--- src/rtl/cpu_controller_pkg.sv ---
// rtl/cpu_controller_pkg.sv - state, opcode and select encodings for the CPU control sequencer
package cpu_ctrl_pkg;

  localparam int CODE_W = 11;

  typedef enum logic [2:0] {
    ST_FETCH  = 3'd0,
    ST_DECODE = 3'd1,
    ST_EXEC   = 3'd2,
    ST_MEM    = 3'd3,
    ST_WB     = 3'd4,
    ST_FAULT  = 3'd5
  } state_t;

  localparam logic [CODE_W-1:0] ALU_ADD  = 11'd0;
  localparam logic [CODE_W-1:0] ALU_ADDI = 11'd1;
  localparam logic [CODE_W-1:0] ALU_SUB  = 11'd2;
  localparam logic [CODE_W-1:0] ALU_RSB  = 11'd3;
  localparam logic [CODE_W-1:0] ALU_AND  = 11'd4;
  localparam logic [CODE_W-1:0] ALU_ORR  = 11'd5;
  localparam logic [CODE_W-1:0] ALU_EOR  = 11'd6;
  localparam logic [CODE_W-1:0] ALU_BIC  = 11'd7;
  localparam logic [CODE_W-1:0] ALU_CMP  = 11'd8;
  localparam logic [CODE_W-1:0] ALU_CMN  = 11'd9;
  localparam logic [CODE_W-1:0] ALU_TST  = 11'd10;
  localparam logic [CODE_W-1:0] ALU_MOV  = 11'd11;
  localparam logic [CODE_W-1:0] ALU_MOVI = 11'd12;
  localparam logic [CODE_W-1:0] ALU_CMPI = 11'd13;
  localparam logic [CODE_W-1:0] BR_B     = 11'd31;
  localparam logic [CODE_W-1:0] BR_BL    = 11'd32;
  localparam logic [CODE_W-1:0] DT_LDR   = 11'd41;
  localparam logic [CODE_W-1:0] DT_STR   = 11'd42;

  localparam logic [1:0] WB_ALU = 2'd0;
  localparam logic [1:0] WB_MEM = 2'd1;
  localparam logic [1:0] WB_PC4 = 2'd2;

  localparam logic [1:0] PC_SEL_SEQ = 2'd0;
  localparam logic [1:0] PC_SEL_BR  = 2'd1;

  // Data-processing ops that finish with a register writeback.
  function automatic logic is_alu_wb(input logic [CODE_W-1:0] code);
    case (code)
      ALU_ADD, ALU_ADDI, ALU_SUB, ALU_RSB, ALU_AND, ALU_ORR, ALU_EOR, ALU_BIC,
      ALU_MOV, ALU_MOVI: return 1'b1;
      default:           return 1'b0;
    endcase
  endfunction

  // Compare/test ops: only the flags are updated.
  function automatic logic is_compare(input logic [CODE_W-1:0] code);
    case (code)
      ALU_CMP, ALU_CMN, ALU_TST, ALU_CMPI: return 1'b1;
      default:                             return 1'b0;
    endcase
  endfunction

  function automatic logic is_legal(input logic [CODE_W-1:0] code);
    return is_alu_wb(code) || is_compare(code) ||
           code == BR_B || code == BR_BL || code == DT_LDR || code == DT_STR;
  endfunction

  // Ops whose operand B is the immediate/offset field.
  function automatic logic uses_imm(input logic [CODE_W-1:0] code);
    case (code)
      ALU_ADDI, ALU_MOVI, ALU_CMPI, DT_LDR, DT_STR: return 1'b1;
      default:                                      return 1'b0;
    endcase
  endfunction

endpackage

--- src/rtl/cpu_controller_if.sv ---
// rtl/cpu_controller_if.sv - controller to datapath/memory/decoder signal bundle
interface cpu_controller_if;
  import cpu_ctrl_pkg::*;

  logic              imem_req;
  logic              imem_ack;
  logic              ir_write;
  logic              decoder_enable;
  logic [CODE_W-1:0] alu_ctl_code;
  logic              execute_flag;
  logic              alu_src_imm;
  logic              cpsr_write;
  logic              reg_write;
  logic [1:0]        wb_sel;
  logic              link_dst;
  logic              dmem_req;
  logic              dmem_we;
  logic              dmem_ack;
  logic              pc_write;
  logic [1:0]        pc_sel;
  logic              illegal;
  logic              timeout_fault;
  logic [31:0]       retired_count;
  logic [2:0]        state;

  modport master (
    output imem_req, ir_write, decoder_enable, alu_src_imm, cpsr_write, reg_write,
           wb_sel, link_dst, dmem_req, dmem_we, pc_write, pc_sel, illegal,
           timeout_fault, retired_count, state,
    input  imem_ack, alu_ctl_code, execute_flag, dmem_ack
  );

  modport slave (
    input  imem_req, ir_write, decoder_enable, alu_src_imm, cpsr_write, reg_write,
           wb_sel, link_dst, dmem_req, dmem_we, pc_write, pc_sel, illegal,
           timeout_fault, retired_count, state,
    output imem_ack, alu_ctl_code, execute_flag, dmem_ack
  );

endinterface

--- src/rtl/cpu_controller_wait_timer.sv ---
// rtl/cpu_controller_wait_timer.sv - memory ack wait counter shared by fetch and data access
module wait_timer #(
  parameter int MEM_TIMEOUT = 16
) (
  input  logic clk,
  input  logic reset,
  input  logic clear,
  input  logic tick,
  output logic expired
);

  logic [7:0] count;

  // Count unacknowledged wait cycles; cleared whenever the sequencer changes state.
  always_ff @(posedge clk or posedge reset) begin
    if (reset)      count <= '0;
    else if (clear) count <= '0;
    else if (tick)  count <= count + 8'd1;
  end

  // High during the last allowed wait cycle; an ack in that cycle still wins.
  assign expired = (count == 8'(MEM_TIMEOUT - 1));

endmodule

--- src/rtl/cpu_controller.sv ---
// rtl/cpu_controller.sv - multi-cycle fetch/decode/execute/memory/writeback sequencer
module cpu_controller
  import cpu_ctrl_pkg::*;
#(
  parameter int MEM_TIMEOUT = 16
) (
  input  logic              clk,
  input  logic              reset,
  cpu_controller_if.master  bus
);

  state_t            state_q, state_d;
  logic [CODE_W-1:0] code_q;
  logic              exec_q;
  logic              illegal_q, timeout_q;
  logic [31:0]       retired_q;

  logic        imem_req, ir_write, decoder_enable, alu_src_imm, cpsr_write, reg_write;
  logic        link_dst, dmem_req, dmem_we, pc_write;
  logic [1:0]  wb_sel, pc_sel;
  logic        skip, set_illegal, set_timeout, in_wait, got_ack;
  logic        tmr_clear, tmr_tick, tmr_expired;

  wait_timer #(.MEM_TIMEOUT(MEM_TIMEOUT)) u_wait_timer (
    .clk     (clk),
    .reset   (reset),
    .clear   (tmr_clear),
    .tick    (tmr_tick),
    .expired (tmr_expired)
  );

  // Next-state and strobe decode; everything is forced to its idle value while reset is held.
  always_comb begin
    state_d        = state_q;
    imem_req       = 1'b0;
    ir_write       = 1'b0;
    decoder_enable = 1'b0;
    alu_src_imm    = 1'b0;
    cpsr_write     = 1'b0;
    reg_write      = 1'b0;
    wb_sel         = WB_ALU;
    link_dst       = 1'b0;
    dmem_req       = 1'b0;
    dmem_we        = 1'b0;
    pc_write       = 1'b0;
    pc_sel         = PC_SEL_SEQ;
    skip           = 1'b0;
    set_illegal    = 1'b0;
    set_timeout    = 1'b0;
    in_wait        = 1'b0;
    got_ack        = 1'b0;
    if (!reset) begin
      case (state_q)
        ST_FETCH: begin
          imem_req = 1'b1;
          in_wait  = 1'b1;
          got_ack  = bus.imem_ack;
          if (bus.imem_ack) begin
            ir_write = 1'b1;
            state_d  = ST_DECODE;
          end else if (tmr_expired) begin
            set_timeout = 1'b1;
            state_d     = ST_FAULT;
          end
        end
        ST_DECODE: begin
          decoder_enable = 1'b1;
          if (!bus.execute_flag) begin
            pc_write = 1'b1;
            skip     = 1'b1;
            state_d  = ST_FETCH;
          end else if (!is_legal(bus.alu_ctl_code)) begin
            set_illegal = 1'b1;
            state_d     = ST_FAULT;
          end else begin
            state_d = ST_EXEC;
          end
        end
        ST_EXEC: begin
          alu_src_imm = exec_q && uses_imm(code_q);
          if (is_alu_wb(code_q)) begin
            state_d = ST_WB;
          end else if (is_compare(code_q)) begin
            cpsr_write = 1'b1;
            pc_write   = 1'b1;
            state_d    = ST_FETCH;
          end else if (code_q == BR_B) begin
            pc_write = 1'b1;
            pc_sel   = PC_SEL_BR;
            state_d  = ST_FETCH;
          end else if (code_q == BR_BL) begin
            reg_write = 1'b1;
            wb_sel    = WB_PC4;
            link_dst  = 1'b1;
            pc_write  = 1'b1;
            pc_sel    = PC_SEL_BR;
            state_d   = ST_FETCH;
          end else if (code_q == DT_LDR || code_q == DT_STR) begin
            state_d = ST_MEM;
          end else begin
            set_illegal = 1'b1;
            state_d     = ST_FAULT;
          end
        end
        ST_MEM: begin
          alu_src_imm = exec_q && uses_imm(code_q);
          dmem_req    = 1'b1;
          dmem_we     = (code_q == DT_STR);
          in_wait     = 1'b1;
          got_ack     = bus.dmem_ack;
          if (bus.dmem_ack) begin
            if (code_q == DT_STR) begin
              pc_write = 1'b1;
              state_d  = ST_FETCH;
            end else begin
              state_d = ST_WB;
            end
          end else if (tmr_expired) begin
            set_timeout = 1'b1;
            state_d     = ST_FAULT;
          end
        end
        ST_WB: begin
          alu_src_imm = exec_q && uses_imm(code_q);
          reg_write   = 1'b1;
          wb_sel      = (code_q == DT_LDR) ? WB_MEM : WB_ALU;
          pc_write    = 1'b1;
          state_d     = ST_FETCH;
        end
        default: begin
          state_d = state_q;
        end
      endcase
    end
  end

  assign tmr_tick  = in_wait && !got_ack;
  assign tmr_clear = (state_d != state_q);

  // State register.
  always_ff @(posedge clk or posedge reset) begin
    if (reset) state_q <= ST_FETCH;
    else       state_q <= state_d;
  end

  // Capture the decoder result so EXEC onward no longer depends on live decoder inputs.
  always_ff @(posedge clk or posedge reset) begin
    if (reset) begin
      code_q <= '0;
      exec_q <= 1'b0;
    end else if (state_q == ST_DECODE) begin
      code_q <= bus.alu_ctl_code;
      exec_q <= bus.execute_flag;
    end
  end

  // Sticky fault flags, cleared only by reset.
  always_ff @(posedge clk or posedge reset) begin
    if (reset) begin
      illegal_q <= 1'b0;
      timeout_q <= 1'b0;
    end else begin
      if (set_illegal) illegal_q <= 1'b1;
      if (set_timeout) timeout_q <= 1'b1;
    end
  end

  // Retired-instruction counter: every PC update except a condition-failed skip.
  always_ff @(posedge clk or posedge reset) begin
    if (reset)                retired_q <= '0;
    else if (pc_write && !skip) retired_q <= retired_q + 32'd1;
  end

  assign bus.imem_req       = imem_req;
  assign bus.ir_write       = ir_write;
  assign bus.decoder_enable = decoder_enable;
  assign bus.alu_src_imm    = alu_src_imm;
  assign bus.cpsr_write     = cpsr_write;
  assign bus.reg_write      = reg_write;
  assign bus.wb_sel         = wb_sel;
  assign bus.link_dst       = link_dst;
  assign bus.dmem_req       = dmem_req;
  assign bus.dmem_we        = dmem_we;
  assign bus.pc_write       = pc_write;
  assign bus.pc_sel         = pc_sel;
  assign bus.illegal        = illegal_q;
  assign bus.timeout_fault  = timeout_q;
  assign bus.retired_count  = retired_q;
  assign bus.state          = state_q;

endmodule

--- src/flat_wrapper.sv ---
// flat-port wrapper written by rule: the top's interface ports become plain ports
module cpu_controller_flat import cpu_ctrl_pkg::*;
#(
  parameter int MEM_TIMEOUT = 16
)
  (clk, reset, bus_imem_req, bus_ir_write, bus_decoder_enable, bus_alu_src_imm, bus_cpsr_write, bus_reg_write, bus_wb_sel, bus_link_dst, bus_dmem_req, bus_dmem_we, bus_pc_write, bus_pc_sel, bus_illegal, bus_timeout_fault, bus_retired_count, bus_state, bus_imem_ack, bus_alu_ctl_code, bus_execute_flag, bus_dmem_ack);
  cpu_controller_if bus_i ();
  input  logic clk;
  input  logic reset;
  output wire logic [$bits(bus_i.imem_req)-1:0] bus_imem_req;
  output wire logic [$bits(bus_i.ir_write)-1:0] bus_ir_write;
  output wire logic [$bits(bus_i.decoder_enable)-1:0] bus_decoder_enable;
  output wire logic [$bits(bus_i.alu_src_imm)-1:0] bus_alu_src_imm;
  output wire logic [$bits(bus_i.cpsr_write)-1:0] bus_cpsr_write;
  output wire logic [$bits(bus_i.reg_write)-1:0] bus_reg_write;
  output wire logic [$bits(bus_i.wb_sel)-1:0] bus_wb_sel;
  output wire logic [$bits(bus_i.link_dst)-1:0] bus_link_dst;
  output wire logic [$bits(bus_i.dmem_req)-1:0] bus_dmem_req;
  output wire logic [$bits(bus_i.dmem_we)-1:0] bus_dmem_we;
  output wire logic [$bits(bus_i.pc_write)-1:0] bus_pc_write;
  output wire logic [$bits(bus_i.pc_sel)-1:0] bus_pc_sel;
  output wire logic [$bits(bus_i.illegal)-1:0] bus_illegal;
  output wire logic [$bits(bus_i.timeout_fault)-1:0] bus_timeout_fault;
  output wire logic [$bits(bus_i.retired_count)-1:0] bus_retired_count;
  output wire logic [$bits(bus_i.state)-1:0] bus_state;
  input wire logic [$bits(bus_i.imem_ack)-1:0] bus_imem_ack;
  input wire logic [$bits(bus_i.alu_ctl_code)-1:0] bus_alu_ctl_code;
  input wire logic [$bits(bus_i.execute_flag)-1:0] bus_execute_flag;
  input wire logic [$bits(bus_i.dmem_ack)-1:0] bus_dmem_ack;
  assign bus_imem_req = bus_i.imem_req;
  assign bus_ir_write = bus_i.ir_write;
  assign bus_decoder_enable = bus_i.decoder_enable;
  assign bus_alu_src_imm = bus_i.alu_src_imm;
  assign bus_cpsr_write = bus_i.cpsr_write;
  assign bus_reg_write = bus_i.reg_write;
  assign bus_wb_sel = bus_i.wb_sel;
  assign bus_link_dst = bus_i.link_dst;
  assign bus_dmem_req = bus_i.dmem_req;
  assign bus_dmem_we = bus_i.dmem_we;
  assign bus_pc_write = bus_i.pc_write;
  assign bus_pc_sel = bus_i.pc_sel;
  assign bus_illegal = bus_i.illegal;
  assign bus_timeout_fault = bus_i.timeout_fault;
  assign bus_retired_count = bus_i.retired_count;
  assign bus_state = bus_i.state;
  assign bus_i.imem_ack = bus_imem_ack;
  assign bus_i.alu_ctl_code = bus_alu_ctl_code;
  assign bus_i.execute_flag = bus_execute_flag;
  assign bus_i.dmem_ack = bus_dmem_ack;
  cpu_controller #(.MEM_TIMEOUT(MEM_TIMEOUT)) u_core (.clk(clk), .reset(reset), .bus(bus_i));
endmodule
--- config.mk ---
export PLATFORM = sky130hd
export DESIGN_NAME = cpu_controller_flat
export DESIGN_NICKNAME = d
export VERILOG_FILES = /design/src/rtl/cpu_controller_pkg.sv /design/src/rtl/cpu_controller_if.sv /design/src/rtl/cpu_controller_wait_timer.sv /design/src/rtl/cpu_controller.sv /design/src/flat_wrapper.sv
export SDC_FILE = /design/constraint.sdc
export NUM_CORES = 1
export LEC_CHECK = 0
export BUFFER_PORTS_ARGS = -buffer_cell sky130_fd_sc_hd__clkbuf_2
export CAP_MARGIN = 30
export CORE_UTILIZATION = 57
export CTS_BUF_LIST = sky130_fd_sc_hd__clkbuf_8
export CTS_CLUSTER_DIAMETER = 30
export DETAILED_ROUTE_END_ITERATION = 7
export HOLD_SLACK_MARGIN = 0.1
export PLACE_DENSITY = 0.83
export RECOVER_POWER = 25
export SETUP_SLACK_MARGIN = 0.1
export SLEW_MARGIN = 0
export SYNTH_ARGS = -nofsm -noshare
export SYNTH_HDL_FRONTEND = slang
export SYNTH_SLANG_ARGS = --single-unit
--- constraint.sdc ---
create_clock -name clk -period 3.85 [get_ports clk]
set_input_delay 0.9625 -clock clk [delete_from_list [all_inputs] [get_ports clk]]
set_output_delay 0.9625 -clock clk [all_outputs]
set_load 0.03 [all_outputs]
==> impl_metrics.toml <==
[worst_hold_path]
min_to = "u_core.bus.timeout_fault"
hold_start = "u_core.bus.timeout_fault"
hold_path.class = "reg2reg"
min_path_cells = 1

[sta]
setup_ws_ns = 0.0667
hold_viol = 0
slew_headroom = -0.0859
min_period_ns = 3.78
finalCritPeriodShare = 0.983
setup_violations = 0
timing.fmax_mhz = 264
tightest_slew_ns = 1.63
setup_tns_ns = 0
drv_slew = 33
clock_skew_ns = 0.00692
hold_ws_ns = 0.457
rsz0062_at_grt = "true"

[clocking]
cts.path.max_buffers = 2
cts_sinks = 57
htree_levels = 3
cts_root_buf = "clkbuf_8"
cts_made_buffers = 9
hold_buffers = 0
clock_latency_ns = 0.34
cts_tree = "built"
clkSlewWorstSetupHoldPaths_ns = 0.06
post_cts_buffers = 0

[placement]
place_hpwl_um = 5120
portBuffers = 65
gp_congestion = 0.833
place_ws_ns = 0.0504
place_area_um2 = 3570

[setup_path]
cp.depth = 8
critPathKind = "in2out"
endpoint_kind = "primary output"
reg2reg_depth = 6
reg2reg_from = "u_core.code_q[3]"
crit_slowest_cell = "or4_1"
rrSetupSlack_ns = 1.39
r2r-end = "u_core.bus.retired_count[24]"
arrival_ns = 2.82
cp.required_ns = 2.89
crit_family = "simple AND/OR/NAND/NOR gates"
path_buf_inv = 2
crit_path_max_incr_delay_ns = 0.52
path_cells = "clkbuf_2 -> or4_1 -> nor2_1 -> o211ai_1 -> nor2b_1 -> or3_4 -> nor3b_4 -> clkbuf_8"
cp_max_fo = 3
cp-start-kind = "input port"

[pwr]
swShare = 0.381
pwr-share-comb = 0.346
switchingPower_uw = 849
ir_drop_mv = 0.500
p_int_mw = 1.38
total_power_mw = 2.23
power_frac_clock = 0.265
pwr-share-seq = 0.389
p_leak_nw = 1.75
power_density_nw_per_um2 = 586

[logic_synthesis]
yosysUniqueCellTypes = 53
ys.warnings.count = 0
yosys_register_bits = 57
avgSynthCellArea_um2 = 9.80
synth-edff-count = 0
ys_seq_area_frac = 0.454
synth_fp_nets = 339
synth_top_flop_cell = "dfrtp_1"
syn_area_um2 = 3140
synth_cells = 321
synth_async_sr_flop_share = 1.00

[layout]
multi_input_area_um2 = 1660
fin_nets = 410
n_antenna_cell = 0
layout_common_cells = "62 x clkbuf_2, 57 x dfrtp_1, 27 x xnor2_1"
regArea_um2 = 1430
fillers = 398
final_common_cell = "clkbuf_2"
final_cell_area_um2 = 3800
area_growth_pct = 21.0
drive_gt1_frac = 0.277

[routing]
route.detailed.drc = 0
viasPerCell = 5.88
wl_met2_um = 3760
drt_pass1_iterations = 5
met3_length_um = 469
wl_per_cell_um = 16.0
wl_um = 7470
top_layer = "met4"
drt_iter0_drc = 217
vias = 2748
ant_nets = 0
wirelength_met1_um = 3100

[run_status]
status = "finished with violations"
violations = "capacitance limit, slew limit"

[global_route]
grt_pass1_vias = 2574
grt_pass1_wl_um = 12300
overflow = 0
antenna_found_initial = 0
grt_max_degree = 33
grt_use_total = 0.272

[floorplan]
core_area_um2 = 5200
rows = 26
floorplan.initialDensity = 0.604
num_io_pins = 67
die_w_um = 76.3
die_h_um = 76.3
die-area_um2 = 5820

[flow_run]
drv_cap = 1
[synth_stat cells (9+ instances only)]
cell type,n,area share
xor2_1,12,0.033
nand3_1,23,0.037
nor3_1,10,0.016
o21ai_0,9,0.014
nor2b_1,10,0.020
nand4_1,15,0.030
dfrtp_1,57,0.45
nor2_1,24,0.029
nand2_1,21,0.025
xnor2_1,27,0.075
mux2_2,12,0.043
and3_1,16,0.032
[registers in the layout (all words and copies together) (netlist names)]
name,flops
u_core.bus.state,3
u_core.code_q,11
u_core.bus.retired_count,32
u_core.exec_q,1
u_core.bus.illegal,1
u_core.bus.timeout_fault,1
u_core.u_wait_timer.count,8
[power groups by stage]
stage | clock network [mW] | logic [mW] | registers [mW]
final | 0.590 | 0.772 | 0.868
after global routing | 0.621 | 0.844 | 0.890
after CTS | 0.597 | 0.759 | 0.858
after detailed placement | 0 | 0.749 | 0.868
after global placement | 0 | 0.733 | 0.861
after floorplan | 0 | 0.558 | 0.863
[worst register-to-register path: cells and delay by family (launching register included)]
family	cells	cell delay (ns)
compound gates	2	0.77
flops	1	0.48
simple gates	3	0.97
xor+xnor	1	0.17
[metal layers]
layer	vias up	GRT usage
met3	13	0.0515
met1	1325	0.352
li1	1298	-
met4	0	0.115
met2	112	0.448
met5	-	0
[metrics by stage]
stage	std cells	util
after floorplan	321	-
after global placement	451	0.685
after detailed placement	451	0.685
after CTS	467	0.729
after global routing	467	0.731
final	467	0.731
[what timing repair did]
action                                  4_1_cts  5_1_grt
endpoints found under the setup margin        1        3
resized for setup                             3        6
pin swaps                                     0        1
[kinds of logic (layout without fill, tap and decap cells)]
| family | Yosys count | count (layout) | synth area share |
|---|---|---|---|
| flip-flops | 57 | 57 | 0.454 |
| AO/OA/AOI/OAI | 33 | 33 | 0.0752 |
| multiplexers | 15 | 15 | 0.0525 |
| adder cells (fa/ha/maj) | 2 | 2 | 0.00796 |
| buffers and inverters | 19 | 95 | 0.0275 |
| other | 1 | 1 | 0.00119 |
| AND/OR/NAND/NOR | 155 | 155 | 0.273 |
| XOR/XNOR | 39 | 39 | 0.109 |
[worst max-delay path by stage]
stage	slack, ns	start	to
floorplan	-0.06	bus_alu_ctl_code[7]	bus_wb_sel[0]
global placement	0.09	bus_alu_ctl_code[7]	bus_wb_sel[0]
detailed placement	0.05	bus_alu_ctl_code[7]	bus_wb_sel[0]
CTS	0.10	bus_alu_ctl_code[7]	bus_wb_sel[0]
global route	-0.08	bus_alu_ctl_code[7]	bus_wb_sel[0]
finish	0.07	bus_alu_ctl_code[7]	bus_wb_sel[0]
[final cells by class]
type,count,area share
clock buffer,12,0.0434
clock inverter,4,0.0132
inverter,5,0.00526
multi-input combinational,245,0.436
sequential,57,0.375
tap,70,0.0230
timing repair buffer,74,0.104
Power figures use the tool's default switching activity.
